### src/rtl/seq_serializer.sv
// seq_serializer: parallel-to-serial converter that feeds a downstream
// sequence detector one bit at a time.
// A word is accepted on load_valid & load_ready and is then shifted out on w,
// one bit per shift_en cycle. One extra word can wait in a pending register,
// so consecutive words leave with no gap between them.
//
// Ports
//   clk         in   clock, all state changes on the rising edge
//   rst_n       in   asynchronous active-low reset
//   data_in     in   [WIDTH-1:0] parallel word
//   load_valid  in   data_in is valid this cycle
//   load_ready  out  word is accepted this cycle (== !pending_full)
//   shift_en    in   downstream samples w this cycle, advance one bit
//   w           out  current serial bit (0 when w_valid=0)
//   w_valid     out  w carries a real data bit
//   word_done   out  one-cycle pulse after the last bit of a word is consumed
module seq_serializer #(
   parameter int unsigned WIDTH     = 8,
   parameter bit          MSB_FIRST = 1'b1
) (
   input  logic             clk,
   input  logic             rst_n,
   input  logic [WIDTH-1:0] data_in,
   input  logic             load_valid,
   output logic             load_ready,
   input  logic             shift_en,
   output logic             w,
   output logic             w_valid,
   output logic             word_done
);

   localparam int unsigned CW      = $clog2(WIDTH) + 1;
   localparam int unsigned OUT_IDX = MSB_FIRST ? WIDTH - 1 : 0;

   typedef enum logic {
      IDLE  = 1'b0,
      SHIFT = 1'b1
   } state_e;

   state_e           state_q, state_d;
   logic [WIDTH-1:0] shift_q, shift_d;
   logic [WIDTH-1:0] pend_q, pend_d;
   logic             pend_full_q, pend_full_d;
   logic [CW-1:0]    cnt_q, cnt_d;
   logic             w_q, w_d;
   logic             done_q, done_d;

   logic             load_xfer;
   logic             last_bit;
   logic [WIDTH-1:0] shifted;

   // A free pending slot is the only condition for accepting a word.
   assign load_ready = !pend_full_q;
   assign load_xfer  = load_valid && !pend_full_q;
   assign last_bit   = (cnt_q == CW'(WIDTH - 1));

   // Shift one position toward the output end.
   always_comb begin
      if (MSB_FIRST) shifted = {shift_q[WIDTH-2:0], 1'b0};
      else           shifted = {1'b0, shift_q[WIDTH-1:1]};
   end

   // Next-state and output decode.
   always_comb begin
      state_d     = state_q;
      shift_d     = shift_q;
      pend_d      = pend_q;
      pend_full_d = pend_full_q;
      cnt_d       = cnt_q;
      done_d      = 1'b0;

      case (state_q)
         IDLE: begin
            pend_full_d = 1'b0;
            if (load_xfer) begin
               shift_d = data_in;
               cnt_d   = '0;
               state_d = SHIFT;
            end
         end

         SHIFT: begin
            if (shift_en && last_bit) begin
               done_d = 1'b1;
               cnt_d  = '0;
               // pending_full blocks load_xfer, so these branches are exclusive
               if (pend_full_q) begin
                  shift_d     = pend_q;
                  pend_full_d = 1'b0;
               end else if (load_xfer) begin
                  shift_d = data_in;
               end else begin
                  shift_d = '0;
                  state_d = IDLE;
               end
            end else begin
               if (shift_en) begin
                  shift_d = shifted;
                  cnt_d   = cnt_q + CW'(1);
               end
               if (load_xfer) begin
                  pend_d      = data_in;
                  pend_full_d = 1'b1;
               end
            end
         end

         default: begin
            state_d     = IDLE;
            shift_d     = '0;
            cnt_d       = '0;
            pend_full_d = 1'b0;
         end
      endcase

      // Serial bit is registered from the next shift-register value.
      w_d = (state_d == SHIFT) ? shift_d[OUT_IDX] : 1'b0;
   end

   // State and datapath registers.
   always_ff @(posedge clk or negedge rst_n) begin
      if (!rst_n) begin
         state_q     <= IDLE;
         shift_q     <= '0;
         pend_q      <= '0;
         pend_full_q <= 1'b0;
         cnt_q       <= '0;
         w_q         <= 1'b0;
         done_q      <= 1'b0;
      end else begin
         state_q     <= state_d;
         shift_q     <= shift_d;
         pend_q      <= pend_d;
         pend_full_q <= pend_full_d;
         cnt_q       <= cnt_d;
         w_q         <= w_d;
         done_q      <= done_d;
      end
   end

   assign w         = w_q;
   assign w_valid   = (state_q == SHIFT);
   assign word_done = done_q;

endmodule

### config.mk
export PLATFORM = sky130hd
export DESIGN_NAME = seq_serializer
export DESIGN_NICKNAME = d
export VERILOG_FILES = /design/src/rtl/seq_serializer.sv
export SDC_FILE = /design/constraint.sdc
export NUM_CORES = 1
export LEC_CHECK = 0
export BUFFER_PORTS_ARGS = -buffer_cell sky130_fd_sc_hd__clkbuf_2
export CORE_MARGIN = 4
export CORE_UTILIZATION = 50
export DETAILED_ROUTE_END_ITERATION = 12
export PLACE_DENSITY = 0.71
export REMOVE_ABC_BUFFERS = 1
export SETUP_SLACK_MARGIN = 0.2
export SYNTH_ARGS = -nofsm -noshare
export SYNTH_HDL_FRONTEND = slang
export SYNTH_SLANG_ARGS = --single-unit
### constraint.sdc
create_clock -name clk -period 1.8 [get_ports clk]
set_input_delay 0.18 -clock clk [delete_from_list [all_inputs] [get_ports clk]]
set_output_delay 0.18 -clock clk [all_outputs]
set_load 0.05 [all_outputs]
Word level (Yosys, flattened, before mapping)
Index checks and enable logic that the tools add are counted.
{ "word_totals": {"register_bits": 24, "mem_bits_rw": 0, "rom_bits": 0, "n_memories": 0, "output_inout_bits": 4, "latchBits": 0, "input_bits": 12} }
{ "op_classes": {"reduce_logical": 5, "n_bitwise": 2, "n_mul": 0, "add_sub_neg": 1, "magnitude_cmp": 0, "n_shift": 0, "div": 0, "n_eq_ne": 4, "muxes": 20} }
{ "ops": {"columns": ["cell", "count"], "rows": [
  ["$mux 8", 5],
  ["$pmux 8 s2", 1],
  ["$mux 4", 3],
  ["$mux 1", 8],
  ["$pmux 4 s2", 1],
  ["$add 4x1->4 const B", 1],
  ["$eq 4x3->1 const B", 1],
  ["$pmux 1 s2", 2],
  ["$ne 3x1->1 const B", 1],
  ["$ne 3x2->1 const B", 1],
  ["$reduce_and 3->1", 1],
  ["$logic_and 1x1->1", 2],
  ["$ne 2x2->1 const B", 1],
  ["$not 1->1", 2],
  ["$reduce_and 2->1", 1],
  ["$logic_not 1->1", 1]
]} }

Logic depth before layout (Yosys ltp)
Gate-level depths: netlist of the first run.
{ "depth": {"depth_word": 7, "ltp_mapped": 6, "mapped_depth_nobuf": 5} }

Worst setup path after synthesis of the first run
OpenSTA, ideal clock, no wires.
{ "synth_timing": {"path_kind": "reg2reg", "start": "register state_q (netlist: w_valid)", "end": "register pend_q[0]", "setup_slack_ns": 0.226, "stages_incl_launch_ff": 5, "setup_time_ns": 0.125, "t_arrival_ns": 1.449, "synth_period_minus_slack_ns": 1.574, "n_path_buf": 1, "path_cell_list": "dfrtp_1 -> and2_4 -> buf_6 -> nand2_8 -> mux2_4"} }
{ "synth_via": {"elab_chain_cells": 1} }
{ "synth_lines": {"columns": ["element", "line", "text"], "rows": [
  ["from (decl)", "40", "state_e state_q, state_d;"],
  ["from (signal assigned)", "131", "state_q <= state_d;"],
  ["$reduce_and 3->1 (no line)", null, null],
  ["to (signal assigned)", "133", "pend_q <= pend_d;"],
  ["to (decl)", "42", "logic [WIDTH-1:0] pend_q, pend_d;"]
]} }
Every way passes these cells.
A chain may end at the register's enable or synchronous reset.

Worst setup path after layout of the first run
{ "layout_timing": {"start": "register cnt_q[0]", "end": "register pend_q[7]"} }
{ "layout_via": {"elab_chain_cells": 4} }
{ "layout_lines": {"columns": ["element", "line", "text"], "rows": [
  ["from (decl)", "44", "logic [CW-1:0] cnt_q, cnt_d;"],
  ["from (signal assigned)", "135", "cnt_q <= cnt_d;"],
  ["$eq 4x3->1", "55", "assign last_bit = (cnt_q == CW'(WIDTH - 1));"],
  ["$logic_and 1x1->1", "83", "if (shift_en && last_bit) begin"],
  ["$not 1->1 (no line)", null, null],
  ["$reduce_and 3->1 (no line)", null, null]
]} }
Every way passes these cells.

==> flow_metrics.env, run 1 <==
export IMPL_outcome="completed"
export IMPL_clk_insertion_delay_late_ps=310
export IMPL_ys_flop_type="dfrtp_1"
export IMPL_dp_cells=151
export IMPL_layout_min_cycle_time_ps=1510
export IMPL_grt_pass1_vias=916
export IMPL_fin_crit_sh=0.841
export IMPL_endpoint_kind="flip-flop"
export IMPL_routedWlPerCell_um=16.5
export IMPL_synth_edf_count=0
export IMPL_antenna_left=0
export IMPL_via_per_inst=5.94
export IMPL_grt_ovfl_total=0
export IMPL_wirelength_mm=2.57
export IMPL_grt_pass1_wl_mm=4.35
export IMPL_slew_violations=0
export IMPL_slew_headroom=0.599
export IMPL_power_density_nw_per_um2=1290
export IMPL_clk_pin_slew_ps=130
export IMPL_areaGrowthSynthToFinish_pct=13.1
export IMPL_worstMarginPinSlew_ps=601
export IMPL_start_util=0.536
export IMPL_dp_hpwl_mm=1.82
export IMPL_nets=142
export IMPL_total_power_mw=1.76
export IMPL_internal_power_mw=1.16
export IMPL_antenna_found_initial=0
export IMPL_synth_seq_cells=24
export IMPL_p_comb_frac=0.330
export IMPL_rr_startpoint="cnt_q[0]"
export IMPL_power_switching_mw=0.602
export IMPL_die_h_um=57.1
export IMPL_syn_area_um2=1210
export IMPL_io_buffers=15
export IMPL_cts_tree="yes"
export IMPL_place_gp_congestion=0.815
export IMPL_postSynthCellCount=110
export IMPL_pwr_share_seq=0.508
export IMPL_ir_drop_mv=0.647
export IMPL_cp_required_ps=2010
export IMPL_hp_start="data_in[2]"
export IMPL_rsz0062_at_grt="no"
export IMPL_io_pins=16
export IMPL_first_pass_iters=4
export IMPL_hold_class="input port to flip-flop"
export IMPL_leakagePower_nw=0.653
export IMPL_final_setup_tns_ps=0
export IMPL_holdWs_ps=107
export IMPL_clock_path_buffers=2
export IMPL_diodes=0
export IMPL_hold_viol_final=0
export IMPL_worstSetupPathType="flip-flop to flip-flop"
export IMPL_layout_commonest_cell="dfrtp_1"
export IMPL_crit_path_max_fanout=8
export IMPL_vias=927
export IMPL_utilization=0.605
export IMPL_cts_htree_levels=1
export IMPL_clock_tree_root_cell="clkbuf_4"
export IMPL_drive_gt1_frac=0.281
export IMPL_rows=17
export IMPL_clock_sinks=24
export IMPL_max_freq_mhz=660
export IMPL_drv_cap=0
export IMPL_synth_warnings=0
export IMPL_critPathLaunch="cnt_q[0]"
export IMPL_die_area_um2=3260
export IMPL_die_w_um=57.1
export IMPL_startpoint_type="flip-flop"
export IMPL_numCtsBuffers=3
export IMPL_ys_async_sr_fraction=1.00
export IMPL_swShare=0.342
export IMPL_ys_seq_area_frac=0.497
export IMPL_clock_skew_ps=3.71
export IMPL_syn_mean_instance_area_um2=11.0
export IMPL_yosys_cell_types_count=37
export IMPL_layout_common_cells="24 x dfrtp_1, 15 x clkbuf_2, 11 x nand2_1"
export IMPL_drc=0
export IMPL_coreArea_um2=2250
export IMPL_setup_violations=0
export IMPL_grt_total_usage=0.169
export IMPL_grt_max_degree=25
export IMPL_arrival_ps=1730
export IMPL_final_cells=156
export IMPL_drtIter0Drc=31
export IMPL_pwr_share_clk=0.162
-- worst max-delay path: stages (launching register included) --
cell and delay [ps]:
dfrtp_1 440, ha_4 190, nand4b_2 120, and2_4 220
nand2_8 130, mux2_4 310
-- timing repair --
action,CTS,global route
setup endpoints to repair,5,12
gates resized for setup,1,2
hold endpoints to repair,24,0
buffers inserted,0,0
hold buffers,1,0
-- area by class of cell --
cell class / instances / area, um2
well taps: 28 / 35.0
fillers: 205 / 890
inverters: 2 / 7.51
multi-input cells: 80 / 586
repair buffers: 18 / 100
clock buffers: 4 / 36.3
flip-flops and latches: 24 / 601
-- cells in the mapped netlist, drive strengths merged (2+ instances only) --
master	number	area, um2
a221oi	4	35.0
buf	4	31.3
mux2	9	131
and2	3	21.3
o21ai	19	98.9
nand2	12	61.3
a21o	2	15.0
a22oi	2	15.0
inv	2	7.51
nand2b	2	12.5
nor2	7	26.3
dfrtp	24	601
nand3	2	10.0
a21oi	3	15.0
-- state kept, by name, summed over array words and instances, names as in the netlist --
| signal | count |
|---|---|
| w | 1 |
| pend_full_q | 1 |
| pend_q | 8 |
| shift_q | 8 |
| cnt_q | 4 |
| w_valid | 1 |
| word_done | 1 |
-- cells by family after synthesis --
kind of cell    share of synthesized area
compound gates                      0.195
fa+ha+maj                          0.0104
buf+inv                            0.0321
flops                               0.497
mux                                 0.109
simple gates                        0.156
-- power by group through the flow --
stage               clock network (mW)  logic (mW)  registers [mW]
floorplan                            0       0.409           0.890
global placement                     0       0.541           0.885
detailed placement                   0       0.563           0.894
CTS                              0.291       0.573           0.885
global route                     0.314       0.646           0.923
finish                           0.286       0.581           0.896
-- per-stage QoR --
stage                     setup WS, ps  instance area, um2
after floorplan                    104                1180
after global placement             272                1300
after detailed placement           231                1300
after CTS                          247                1350
after global routing               206                1370
final                              286                1370
-- final timing paths --
check	endpoint	depth (start not counted)	slack, ps
max	pend_q[7]	5	290
min	shift_q[2]	3	110
max reg2reg	pend_q[7]	5	290
min reg2reg	shift_q[5]	2	510
max in group asynchronous	pend_q[5]	2	1020
min in group asynchronous	w	2	390
-- per-layer routing --
metal / part of all wire / track usage
met1: 0.45 / 0.227
met5: 0 / 0
met2: 0.50 / 0.285
met3: 0.048 / 0.0226
met4: 0.0066 / 0.0497
Note: power is estimated with default switching activity, not from simulation.
==> inputs of run 2 (changes only) <==
- clock period: 1.8 -> 1.4 ns (I/O delays scaled with it)
==> flow_metrics.env, run 2 (synthesis results as in run 1) <==
export IMPL_outcome="finished with violations"
export IMPL_violations="negative setup slack"
export IMPL_grt_total_usage=0.176
export IMPL_holdWs_ps=66.0
export IMPL_clock_skew_ps=9.47
export IMPL_vias=1059
export IMPL_layout_commonest_cell="dfrtp_1"
export IMPL_first_pass_iters=4
export IMPL_top_regs="pend_q x8, shift_q x8, cnt_q x4"
export IMPL_final_cells=176
export IMPL_die_area_um2=3260
export IMPL_grt_pass1_vias=977
export IMPL_drive_gt1_frac=0.507
export IMPL_antenna_found_initial=0
export IMPL_die_h_um=57.1
export IMPL_hold_viol_final=0
export IMPL_max_freq_mhz=687
export IMPL_worst_slack_ps=-55.3
export IMPL_numCtsBuffers=3
export IMPL_arrival_ps=1670
export IMPL_clock_path_buffers=2
export IMPL_dp_hpwl_mm=1.98
export IMPL_startpoint_type="flip-flop"
export IMPL_cp_slowest_cell="dfrtp_1"
export IMPL_areaGrowthSynthToFinish_pct=36.4
export IMPL_critPathMaxStageDelay_ps=410
export IMPL_cp_required_ps=1620
export IMPL_postPlaceCellArea_um2=1390
export IMPL_nets=162
export IMPL_rows=17
export IMPL_place_gp_congestion=0.803
export IMPL_final_setup_tns_ps=-433
export IMPL_crit_path_max_fanout=8
export IMPL_clk_pin_slew_ps=140
export IMPL_slew_violations=0
export IMPL_drv_cap=0
export IMPL_dp_cells=163
export IMPL_setup_violations=11
export IMPL_layout_min_cycle_time_ps=1460
export IMPL_hold_class="input port to flip-flop"
export IMPL_cts_tree="yes"
export IMPL_worstMarginPinSlew_ps=584
export IMPL_crit_path_cell_trace="ha_2 -> nand4b_4 -> and2_4 -> nand2_8 -> mux2_4"
export IMPL_io_pins=16
export IMPL_clock_tree_root_cell="clkbuf_4"
export IMPL_wirelength_mm=3.00
export IMPL_routedWlPerCell_um=17.1
export IMPL_diodes=0
export IMPL_final_area_um2=1650
export IMPL_layout_common_cells="22 x dfrtp_1, 16 x buf_4, 14 x o21ai_1"
export IMPL_cts_htree_levels=1
export IMPL_endpoint_kind="flip-flop"
export IMPL_drc=0
export IMPL_worstSetupPathType="flip-flop to flip-flop"
export IMPL_rsz0062_at_grt="yes"
export IMPL_fin_crit_sh=1.04
export IMPL_power_density_nw_per_um2=1560
export IMPL_drtIter0Drc=26
export IMPL_clk_insertion_delay_late_ps=320
export IMPL_leakagePower_nw=0.790
export IMPL_start_util=0.536
export IMPL_io_buffers=15
export IMPL_ir_drop_mv=1.03
export IMPL_grt_ovfl_total=0
export IMPL_coreArea_um2=2250
export IMPL_die_w_um=57.1
export IMPL_via_per_inst=6.02
export IMPL_clock_sinks=24
export IMPL_grt_max_degree=25
export IMPL_slew_headroom=0.610
export IMPL_nFillCells=151
export IMPL_antenna_left=0
export IMPL_utilization=0.730
export IMPL_grt_pass1_wl_mm=4.55
-- run 2: cell types whose count changed in the layout (fill, tap and decap cells not counted), sizes merged --
cell / delta
clkbuf: -2
buf: +22
-- run 2: critical path, delay by kind of cell (launching register included) --
family	cells	cell delay, ps
adder cells (fa/ha/maj)	1	210
flip-flops	1	410
multiplexers	1	310
AND/OR/NAND/NOR	3	410
-- run 2: area by class of cell --
type                            instances  area, um2  share of cell area
Inverter                                2       10.0             0.00608
Clock buffer                            4       36.3              0.0220
Sequential cell                        24        603               0.366
Tap cell                               28       35.0              0.0213
Multi-Input combinational cell         80        669               0.407
Timing Repair Buffer                   38        293               0.178
-- run 2: worst paths after layout --
kind	start	to	slack, ps	cells after the start
setup / recovery	cnt_q[0]	pend_q[5]	-60	5
hold / removal	data_in[2]	shift_q[2]	70	3
setup reg to reg	cnt_q[0]	pend_q[5]	-60	5
hold reg to reg	shift_q[5]	shift_q[5]	520	2
max in group asynchronous	rst_n	pend_full_q	650	2
min in group asynchronous	rst_n	w	330	2
-- run 2: report_power, final --
| group | internal (mW) | leakage, nW | switching (mW) |
|---|---|---|---|
| sequential | 0.949 | 0.292 | 0.187 |
| clock | 0.159 | 0.0210 | 0.218 |
| combinational | 0.565 | 0.477 | 0.491 |
-- run 2: per-layer routing --
layer	vias to the layer above	global-route usage	routed length, um
met5	-	0	0
met4	0	0.0497	93
met3	14	0.0294	221
met2	59	0.290	1430
met1	509	0.240	1260
li1	477	-	-
-- run 2: per-stage QoR --
step                      worst slack [ps]  total power [mW]
after floorplan                       -296              1.67
after global placement               -9.52              1.96
after detailed placement             -48.9              1.99
after CTS                            -33.6              2.44
after global routing                  -125              2.69
final                                -55.3              2.57
-- run 2: repair_timing --
item	in CTS	in global routing
hold buffers	1	0
pin swaps	8	6
buffers inserted	2	6
hold endpoints to repair	24	0
gates resized for setup	19	27
setup endpoints to repair	24	24
==> inputs of run 3 (changes only) <==
- MAX_ROUTING_LAYER: default -> met4
- SLEW_MARGIN: default -> 0
- clock period: 1.4 -> 1.58 ns (I/O delays scaled with it)
==> flow_metrics.env, run 3 (synthesis results as in run 1) <==
export IMPL_grt_pass1_vias=948
export IMPL_critical_path_buf_inv_count=0
export IMPL_first_pass_iters=6
export IMPL_grt_ovfl_total=0
export IMPL_worstSetupPathType="flip-flop to flip-flop"
export IMPL_arrival_ps=1670
export IMPL_final_cells=168
export IMPL_place_ws_ps=88.0
export IMPL_rows=17
export IMPL_antenna_left=0
export IMPL_r2r_cells=5
export IMPL_critPathMaxStageDelay_ps=440
export IMPL_die_w_um=57.1
export IMPL_start_util=0.536
export IMPL_numCtsBuffers=3
export IMPL_leakagePower_nw=0.723
export IMPL_coreArea_um2=2250
export IMPL_vias=931
export IMPL_power_density_nw_per_um2=1430
export IMPL_setup_violations=0
export IMPL_place_gp_congestion=0.838
export IMPL_slew_headroom=0.613
export IMPL_areaGrowthSynthToFinish_pct=23.0
export IMPL_grt_total_usage=0.174
export IMPL_clk_pin_slew_ps=130
export IMPL_postPlaceCellArea_um2=1330
export IMPL_worst_r2r_setup_slack_ps=120
export IMPL_endpoint_kind="flip-flop"
export IMPL_cts_tree="yes"
export IMPL_outcome="completed"
export IMPL_via_per_inst=5.54
export IMPL_top_regs="pend_q x8, shift_q x8, cnt_q x4"
export IMPL_dp_hpwl_mm=1.83
export IMPL_antenna_found_initial=0
export IMPL_crit_path_cell_trace="ha_4 -> nand4b_4 -> and2_4 -> nand2_8 -> mux2_4"
export IMPL_crit_path_max_fanout=8
export IMPL_hold_class="input port to flip-flop"
export IMPL_clock_path_buffers=2
export IMPL_max_freq_mhz=687
export IMPL_fin_crit_sh=0.921
export IMPL_clock_sinks=24
export IMPL_cts_htree_levels=1
export IMPL_drv_cap=0
export IMPL_nFillCells=192
export IMPL_drive_gt1_frac=0.371
export IMPL_holdPathEnd="shift_q[2]"
export IMPL_layout_commonest_cell="dfrtp_1"
export IMPL_hp_start="data_in[2]"
export IMPL_total_power_mw=2.12
export IMPL_cp_required_ps=1790
export IMPL_drc=0
export IMPL_rr_startpoint="cnt_q[0]"
export IMPL_worstMarginPinSlew_ps=580
export IMPL_io_pins=16
export IMPL_clk_insertion_delay_late_ps=310
export IMPL_diodes=0
export IMPL_grt_pass1_wl_mm=4.37
export IMPL_r2r_end="pend_q[0]"
export IMPL_layout_min_cycle_time_ps=1460
export IMPL_die_area_um2=3260
export IMPL_routedWlPerCell_um=15.8
export IMPL_clock_skew_ps=2.46
export IMPL_final_area_um2=1490
export IMPL_dp_cells=155
export IMPL_critPathTopFamily="flip-flops"
export IMPL_hold_viol_final=0
export IMPL_drtIter0Drc=37
export IMPL_ir_drop_mv=0.939
export IMPL_holdPathStages=3
export IMPL_layout_common_cells="23 x dfrtp_1, 15 x buf_4, 14 x clkbuf_2"
export IMPL_worst_slack_ps=124
export IMPL_nets=154
export IMPL_cp_slowest_cell="dfrtp_1"
export IMPL_die_h_um=57.1
export IMPL_startpoint_type="flip-flop"
export IMPL_final_setup_tns_ps=0
export IMPL_io_buffers=15
export IMPL_clock_tree_root_cell="clkbuf_4"
export IMPL_rsz0062_at_grt="yes"
export IMPL_grt_max_degree=25
export IMPL_slew_violations=0
export IMPL_wirelength_mm=2.66
==> run 3: cell types whose count changed in the layout (fill, tap and decap cells not counted), moves of 2 or more <==
cell     previous run  this run
o21ai_0             3         8
buf_6               6         0
nand2_1             8        11
nor2_1              4         7
nand2_2             2         0
buf_8               2         0
nor2_2              2         0
o21ai_1            14         9
==> run 3: area by class of cell <==
type                            count  area, um2  share of cell area
Clock buffer                        4       36.3              0.0244
Inverter                            2       7.51             0.00505
Multi-Input combinational cell     80        612               0.412
Sequential cell                    24        602               0.405
Tap cell                           28       35.0              0.0236
Timing Repair Buffer               30        193               0.130
==> run 3: worst reg2reg max path, stage by stage, from the launching register on <==
cell and delay [ps]:
dfrtp_1 440, ha_4 200, nand4b_4 90, and2_4 220
nand2_8 100, mux2_4 310
==> run 3: per-layer routing <==
| layer | wire length (um) | vias up | track usage |
|---|---|---|---|
| li1 | - | 464 | - |
| met5 | 0 | - | - |
| met4 | 18 | 0 | 0.0563 |
| met3 | 101 | 2 | 0.0226 |
| met2 | 1310 | 16 | 0.272 |
| met1 | 1230 | 449 | 0.235 |
==> run 3: timing repair <==
action                     CTS  global route
setup endpoints to repair   17            17
setup buffers                2             6
hold buffers                 1             0
pin swaps                    1             2
hold endpoints to repair    24             0
resized for setup            3             8
==> run 3: through the flow <==
stage                     hold slack, ps   util
after detailed placement             197  0.590
after CTS                           59.7  0.624
final                               68.9  0.659
after global routing                69.3  0.659
after floorplan                     -138      -
after global placement               183  0.590
==> run 3: worst max path at each step <==
stage | startpoint | endpoint | slack, ps | cells past startpoint
2_1_floorplan | w_valid | pend_q[0] | -120 | 3
3_3_place_gp | cnt_q[0] | pend_q[5] | 120 | 5
3_5_place_dp | cnt_q[0] | pend_q[0] | 90 | 5
4_1_cts | cnt_q[1] | pend_q[0] | 140 | 5
5_1_grt | cnt_q[0] | pend_q[3] | 60 | 5
6_report | cnt_q[0] | pend_q[0] | 120 | 5
==> run 3: report_power, final <==
part	internal, mW	switching (mW)	total (mW)
combinational	0.423	0.354	0.777
clock	0.141	0.184	0.325
sequential	0.840	0.176	1.02
total	1.40	0.714	2.12
